<file path="config.mk">
export PLATFORM = sky130hd
export DESIGN_NAME = sha2_msg_pack
export DESIGN_NICKNAME = d
export VERILOG_FILES = /design/src/rtl/sha2_msg_pack.sv
export SDC_FILE = /design/constraint.sdc
export NUM_CORES = 1
export LEC_CHECK = 0
export ABC_AREA = 1
export CAP_MARGIN = 20
export CORE_UTILIZATION = 50
export DETAILED_ROUTE_END_ITERATION = 8
export PLACE_DENSITY = 0.81
export SYNTH_ARGS = -nofsm -noshare
export SYNTH_HDL_FRONTEND = slang
export SYNTH_SLANG_ARGS = --single-unit
</file>
<file path="constraint.sdc">
create_clock -name clk_i -period 3.7 [get_ports clk_i]
set_input_delay 0.37 -clock clk_i [delete_from_list [all_inputs] [get_ports clk_i]]
set_output_delay 0.37 -clock clk_i [all_outputs]
set_load 0.05 [all_outputs]
</file>
<file path="src/rtl/sha2_msg_pack.sv">
// Write side of the HMAC message FIFO: packs byte-strobed writes into {data, mask} words
// (first byte in data[31:24]), counts message bits, flushes the trailing partial word.
// Optional macro SHA2_PACK_STRB_CHECK_EN rejects non-contiguous strobes and pulses err_o.
module sha2_msg_pack #(
  parameter bit BigEndianIn = 1'b0,
  parameter int LenWidth    = 64
) (
  input  logic                clk_i,
  input  logic                rst_ni,
  input  logic                sha_en,
  input  logic                hash_start,
  input  logic                hash_process,
  input  logic                wr_valid_i,
  output logic                wr_ready_o,
  input  logic [31:0]         wr_data_i,
  input  logic [3:0]          wr_strb_i,
  output logic                fifo_wvalid_o,
  input  logic                fifo_wready_i,
  output logic [35:0]         fifo_wdata_o,
  output logic [LenWidth-1:0] message_length_o,
  output logic                flush_done_o,
  output logic                err_o
);

  typedef enum logic [1:0] {StIdle, StActive, StFlush, StDone} st_e;

  st_e                 st_q, st_d;
  logic [31:0]         out_data_q, out_data_d;
  logic [3:0]          out_mask_q, out_mask_d;
  logic                out_vld_q, out_vld_d;
  logic [23:0]         hold_q, hold_d;
  logic [1:0]          hold_cnt_q, hold_cnt_d;
  logic [LenWidth-1:0] len_q, len_d;

  logic        slot_free;
  logic        accept;
  logic        strb_bad;
  logic [31:0] new_bytes;
  logic [2:0]  new_cnt;
  logic [2:0]  total;
  logic [55:0] cat;
  logic [3:0]  part_mask;

  function automatic int lane_of(input int k);
    return BigEndianIn ? 3 - k : k;
  endfunction

  // The output slot can take a new word if it is empty or being drained this cycle.
  assign slot_free = !out_vld_q || fifo_wready_i;
  assign accept    = wr_valid_i && wr_ready_o;

`ifdef SHA2_PACK_STRB_CHECK_EN
  logic err_q;

  assign strb_bad = !(wr_strb_i inside {4'h0, 4'h1, 4'h2, 4'h4, 4'h8, 4'h3,
                                        4'h6, 4'hC, 4'h7, 4'hE, 4'hF});

  always_ff @(posedge clk_i or negedge rst_ni) begin
    if (!rst_ni) begin
      err_q <= 1'b0;
    end else begin
      err_q <= accept && strb_bad;
    end
  end

  assign err_o = err_q;
`else
  assign strb_bad = 1'b0;
  assign err_o    = 1'b0;
`endif

  // Compact the strobed bytes, earliest first, into the top of new_bytes.
  always_comb begin
    new_bytes = '0;
    new_cnt   = '0;
    for (int k = 0; k < 4; k++) begin
      if (wr_strb_i[lane_of(k)]) begin
        new_bytes[31 - 8*new_cnt -: 8] = wr_data_i[8*lane_of(k) +: 8];
        new_cnt = new_cnt + 3'd1;
      end
    end
  end

  // Held bytes followed by new bytes, earliest at cat[55:48], zero filled.
  assign cat   = {hold_q, 32'h0} | ({new_bytes, 24'h0} >> (8 * hold_cnt_q));
  assign total = {1'b0, hold_cnt_q} + new_cnt;

  always_comb begin
    case (hold_cnt_q)
      2'd1:    part_mask = 4'b1000;
      2'd2:    part_mask = 4'b1100;
      2'd3:    part_mask = 4'b1110;
      default: part_mask = 4'b0000;
    endcase
  end

  always_ff @(posedge clk_i or negedge rst_ni) begin
    if (!rst_ni) begin
      st_q <= StIdle;
    end else begin
      st_q <= st_d;
    end
  end

  always_comb begin
    st_d = st_q;
    if (!sha_en) begin
      st_d = StIdle;
    end else if (hash_start) begin
      st_d = StActive;
    end else begin
      case (st_q)
        StActive: if (hash_process) st_d = StFlush;
        StFlush:  if (hold_cnt_q == 2'd0 || slot_free) st_d = StDone;
        default:  ;
      endcase
    end
  end

  always_comb begin
    wr_ready_o   = 1'b0;
    flush_done_o = 1'b0;
    case (st_q)
      StActive: wr_ready_o   = slot_free;
      StDone:   flush_done_o = !out_vld_q;
      default:  ;
    endcase
  end

  always_comb begin
    out_vld_d  = out_vld_q;
    out_data_d = out_data_q;
    out_mask_d = out_mask_q;
    hold_d     = hold_q;
    hold_cnt_d = hold_cnt_q;
    len_d      = len_q;

    if (out_vld_q && fifo_wready_i) begin
      out_vld_d  = 1'b0;
      out_data_d = '0;
      out_mask_d = '0;
    end

    if (!sha_en) begin
      out_vld_d  = 1'b0;
      out_data_d = '0;
      out_mask_d = '0;
      hold_d     = '0;
      hold_cnt_d = '0;
    end else if (hash_start) begin
      out_vld_d  = 1'b0;
      out_data_d = '0;
      out_mask_d = '0;
      hold_d     = '0;
      hold_cnt_d = '0;
      len_d      = '0;
    end else if (accept) begin
      if (!strb_bad) begin
        len_d = len_q + LenWidth'({new_cnt, 3'b000});
        if (total >= 3'd4) begin
          out_vld_d  = 1'b1;
          out_data_d = cat[55:24];
          out_mask_d = 4'hF;
          hold_d     = cat[23:0];
          hold_cnt_d = 2'(total - 3'd4);
        end else begin
          hold_d     = cat[55:32];
          hold_cnt_d = total[1:0];
        end
      end
    end else if (st_q == StFlush && hold_cnt_q != 2'd0 && slot_free) begin
      out_vld_d  = 1'b1;
      out_data_d = {hold_q, 8'h00};
      out_mask_d = part_mask;
      hold_d     = '0;
      hold_cnt_d = '0;
    end
  end

  always_ff @(posedge clk_i or negedge rst_ni) begin
    if (!rst_ni) begin
      out_vld_q  <= 1'b0;
      out_data_q <= '0;
      out_mask_q <= '0;
      hold_q     <= '0;
      hold_cnt_q <= '0;
      len_q      <= '0;
    end else begin
      out_vld_q  <= out_vld_d;
      out_data_q <= out_data_d;
      out_mask_q <= out_mask_d;
      hold_q     <= hold_d;
      hold_cnt_q <= hold_cnt_d;
      len_q      <= len_d;
    end
  end

  assign fifo_wvalid_o    = out_vld_q;
  assign fifo_wdata_o     = {out_data_q, out_mask_q};
  assign message_length_o = len_q;

endmodule
</file>
==> metrics.txt <==
# TYPE chip_impl_metric gauge
chip_impl_info{name="final_cell_mix",value="nand2_1, nand3_1, inv_1, nor2_1, clkdlybuf4s50_1"} 1
chip_impl_metric{name="yosysTopAreaCellShare",unit="%"} 31.7
chip_impl_metric{name="min_period_over_period",unit="%"} 90.3
chip_impl_metric{name="nets",unit=""} 1809
chip_impl_info{name="status",value="finished, final reports clean"} 1
chip_impl_metric{name="power_leakage",unit="uW"} 0.00578
chip_impl_metric{name="synth_enable_flop_cells",unit=""} 0
chip_impl_info{name="final_common_cell",value="nand2_1"} 1
chip_impl_metric{name="num_vias",unit=""} 11600
chip_impl_metric{name="clock_slew_at_the_register_clock_pins_of_the_worst_setup_and_hold_paths",unit="ns"} 0.06
chip_impl_info{name="element_type_at_the_critical_path_start",value="input pin"} 1
chip_impl_metric{name="clock_sink_count",unit=""} 126
chip_impl_metric{name="final_cell_area",unit="um2"} 12300
chip_impl_metric{name="htreeDepth",unit=""} 4
chip_impl_metric{name="grt_resource_usage_total",unit="%"} 36.4
chip_impl_metric{name="fmax",unit="MHz"} 299
chip_impl_metric{name="timing.critical_path.fanout_max",unit=""} 4
chip_impl_metric{name="tns",unit="ns"} 0
chip_impl_metric{name="power.density",unit="nW/um2"} 305
chip_impl_metric{name="worst-slew-pin-transition",unit="ns"} 0.989
chip_impl_metric{name="synth_warnings",unit=""} 0
chip_impl_metric{name="antenna_found_initial",unit=""} 0
chip_impl_metric{name="detail_route_antenna_nets",unit=""} 0
chip_impl_info{name="cp-startpoint",value="wr_strb_i[0]"} 1
chip_impl_metric{name="dp_hpwl",unit="um"} 27300
chip_impl_metric{name="report.final.slew_viol_count",unit=""} 0
chip_impl_info{name="worstReg2RegStart",value="hold_cnt_q[0]"} 1
chip_impl_metric{name="vias_per_cell",unit=""} 5.73
chip_impl_metric{name="portBuffers",unit=""} 142
chip_impl_metric{name="skew",unit="ns"} 0.0118
chip_impl_metric{name="gp_congestion",unit=""} 0.989
chip_impl_info{name="clock_tree.root_cell",value="clkbuf_16"} 1
chip_impl_metric{name="via_count_of_the_first_global_routing_pass",unit=""} 10800
chip_impl_metric{name="timing.critical_path.arrival",unit="ns"} 3.63
chip_impl_metric{name="initial_core_util",unit="%"} 51.1
chip_impl_info{name="synth_flop_cell",value="dfrtp_1"} 1
chip_impl_metric{name="wl_met2",unit="um"} 16300
chip_impl_metric{name="drt_pass1_iterations",unit=""} 6
chip_impl_metric{name="first_iter_violations",unit=""} 1193
chip_impl_metric{name="cap_violations",unit=""} 0
chip_impl_metric{name="area_occupied_by_multi_input_gates",unit="um2"} 5740
chip_impl_metric{name="number_of_library_cell_types_mapped_by_synthesis",unit=""} 46
chip_impl_metric{name="post_cts.repair.setup_buffers",unit=""} 0
chip_impl_metric{name="maximum_number_of_pins_on_one_net_before_global_route_repair",unit=""} 74
chip_impl_metric{name="overflow",unit=""} 0
chip_impl_metric{name="final.fill_count",unit=""} 1823
chip_impl_metric{name="netlist_instances",unit=""} 1607
chip_impl_metric{name="cp_data_required_time",unit="ns"} 3.99
chip_impl_metric{name="regArea",unit="um2"} 3150
chip_impl_metric{name="ir_worst_vdd",unit="mV"} 0.344
chip_impl_info{name="min_path_type",value="input pin to asynchronous set/reset pin"} 1
chip_impl_info{name="critical_setup_path_kind",value="input pin to register"} 1
chip_impl_metric{name="postRouteWirelength",unit="um"} 35800
chip_impl_info{name="rsz0062_at_grt",value="false"} 1
chip_impl_metric{name="grt_pass1_wl",unit="um"} 57400
chip_impl_metric{name="asyncSetResetFlopFracSynth",unit="%"} 100
chip_impl_metric{name="tritoncts.num_buffers",unit=""} 17
chip_impl_metric{name="postCtsHoldBufs",unit=""} 0
chip_impl_info{name="highest-signal-layer",value="met4"} 1
chip_impl_metric{name="areaGrowthSynthToFinish",unit="%"} 23.8
chip_impl_metric{name="max-slew-margin-rel",unit="%"} 34.1
chip_impl_metric{name="clk_latency",unit="ns"} 0.43
chip_impl_metric{name="synthesis.area",unit="um2"} 9940
chip_impl_metric{name="antenna-diode-count",unit=""} 0
chip_impl_metric{name="dr_wl_met3",unit="um"} 3100
chip_impl_metric{name="placement_cell_area",unit="um2"} 11800
chip_impl_metric{name="post_layout_utilization_of_the_core",unit="%"} 63.2
chip_impl_metric{name="pin_count",unit=""} 147
chip_impl_metric{name="syn_avg_cell_area",unit="um2"} 6.19
chip_impl_metric{name="design.die.area",unit="um2"} 20500
chip_impl_metric{name="cts_resized",unit=""} 0
chip_impl_info{name="synth.top_cells.by_area",value="dfrtp_1, nand2_1, nand3_1"} 1
chip_impl_metric{name="clock_path_buffers",unit=""} 2
chip_impl_info{name="cts_tree",value="built"} 1
chip_impl_metric{name="synth-seq-area-share",unit="%"} 31.7
chip_impl_metric{name="finalWorstPathRequiredPeriod",unit="ns"} 3.34
chip_impl_metric{name="wire_per_inst",unit="um"} 17.6
chip_impl_metric{name="dieHeight",unit="um"} 143
chip_impl_metric{name="final_layout_size_suffix_gt1_share",unit="%"} 7.08
chip_impl_metric{name="timing.final.setup_violations",unit=""} 0
chip_impl_metric{name="row_count",unit=""} 51
chip_impl_metric{name="number_of_storage_elements_in_the_synthesis_netlist",unit=""} 126
chip_impl_metric{name="final_hold_viol_count",unit=""} 0
chip_impl_metric{name="drt-met1-wl",unit="um"} 14900
chip_impl_info{name="synth_area_leader_cell",value="dfrtp_1"} 1
chip_impl_metric{name="drc",unit=""} 0
chip_impl_metric{name="fp.coreArea",unit="um2"} 19500
chip_impl_metric{name="chipWidth",unit="um"} 143
chip_impl_info{name="crit_end_element",value="register"} 1
## flip-flops by register name, summed over array words and instances (netlist names)
register	cells
message_length_o	61
out_mask_q	4
hold_q	24
hold_cnt_q	2
fifo_wvalid_o	1
st_q	2
out_data_q	32
## synthesized netlist by cell type, drive strengths merged (12+ instances only)
| library cell | number |
|---|---|
| nand4 | 56 |
| nor2 | 171 |
| nor3 | 27 |
| buf | 30 |
| a21oi | 70 |
| dfrtp | 126 |
| ha | 12 |
| clkbuf | 28 |
| inv | 211 |
| o21ai | 76 |
| o211ai | 29 |
| nand3 | 226 |
| nand2 | 514 |
## area by class of cell
class | instances | area share, %
Clock buffer | 19 | 3.60
Clock inverter | 13 | 0.844
Inverter | 211 | 6.44
Multi-Input combinational cell | 1215 | 46.7
Sequential cell | 126 | 25.6
Tap cell | 265 | 2.69
Timing Repair Buffer | 181 | 14.1
## cells by family after synthesis
group                    share of synthesized area, %
AO/OA/AOI/OAI                                    11.3
other                                          0.0377
flip-flops                                       31.7
XOR/XNOR                                        0.176
buffers and inverters                            10.6
adder cells (fa/ha/maj)                          1.91
AND/OR/NAND/NOR                                  44.2
## report_power, final
part	internal, uW	switching (uW)	total, uW
combinational	226	508	734
clock	886	706	1590
sequential	1400	25.4	1420
total	2510	1240	3750
## final timing paths
| check | depth (start not counted) | to | slack, ns |
|---|---|---|---|
| setup / recovery | 20 | message_length_o[28] | 0.36 |
| hold / removal | 1 | out_data_q[19] | 0.1 |
| setup reg to reg | 9 | out_data_q[5] | 1.10 |
| hold reg to reg | 2 | hold_q[17] | 0.51 |
| max in group asynchronous | 2 | message_length_o[11] | 2.72 |
| min in group clk_i | 2 | hold_q[17] | 0.51 |
## routing by layer
layer,vias up,global-route usage [%]
met5,-,0
met4,0,17.5
met3,109,6.47
met2,687,58.2
met1,5329,47.5
li1,5511,-
## through the flow
stage / setup WS [ns] / cells / hold WS (ns) / power (uW)
after floorplan: 0.447 / 1610 / 0.0744 / 1890
after global placement: 0.116 / 1998 / 0.491 / 2160
after detailed placement: 0.0303 / 1998 / 0.498 / 2170
after CTS: 0.427 / 2030 / 0.140 / 3740
after global routing: 0.120 / 2030 / 0.173 / 3890
final: 0.360 / 2030 / 0.0955 / 3750
## critical path, stage by stage
cell	delay [ns]
clkdlybuf4s50_1	0.47
inv_1	0.06
ha_1	0.37
inv_2	0.09
nand2_2	0.06
nand2_1	0.08
inv_1	0.06
ha_1	0.20
nand2_1	0.10
xor2_1	0.28
ha_1	0.31
nand2_1	0.09
nand2_1	0.08
a21oi_1	0.22
nor2_1	0.12
nand2_1	0.14
nor2_1	0.11
or2_2	0.28
nand3_1	0.06
o21ai_0	0.07
Power figures use the tool's default switching activity.
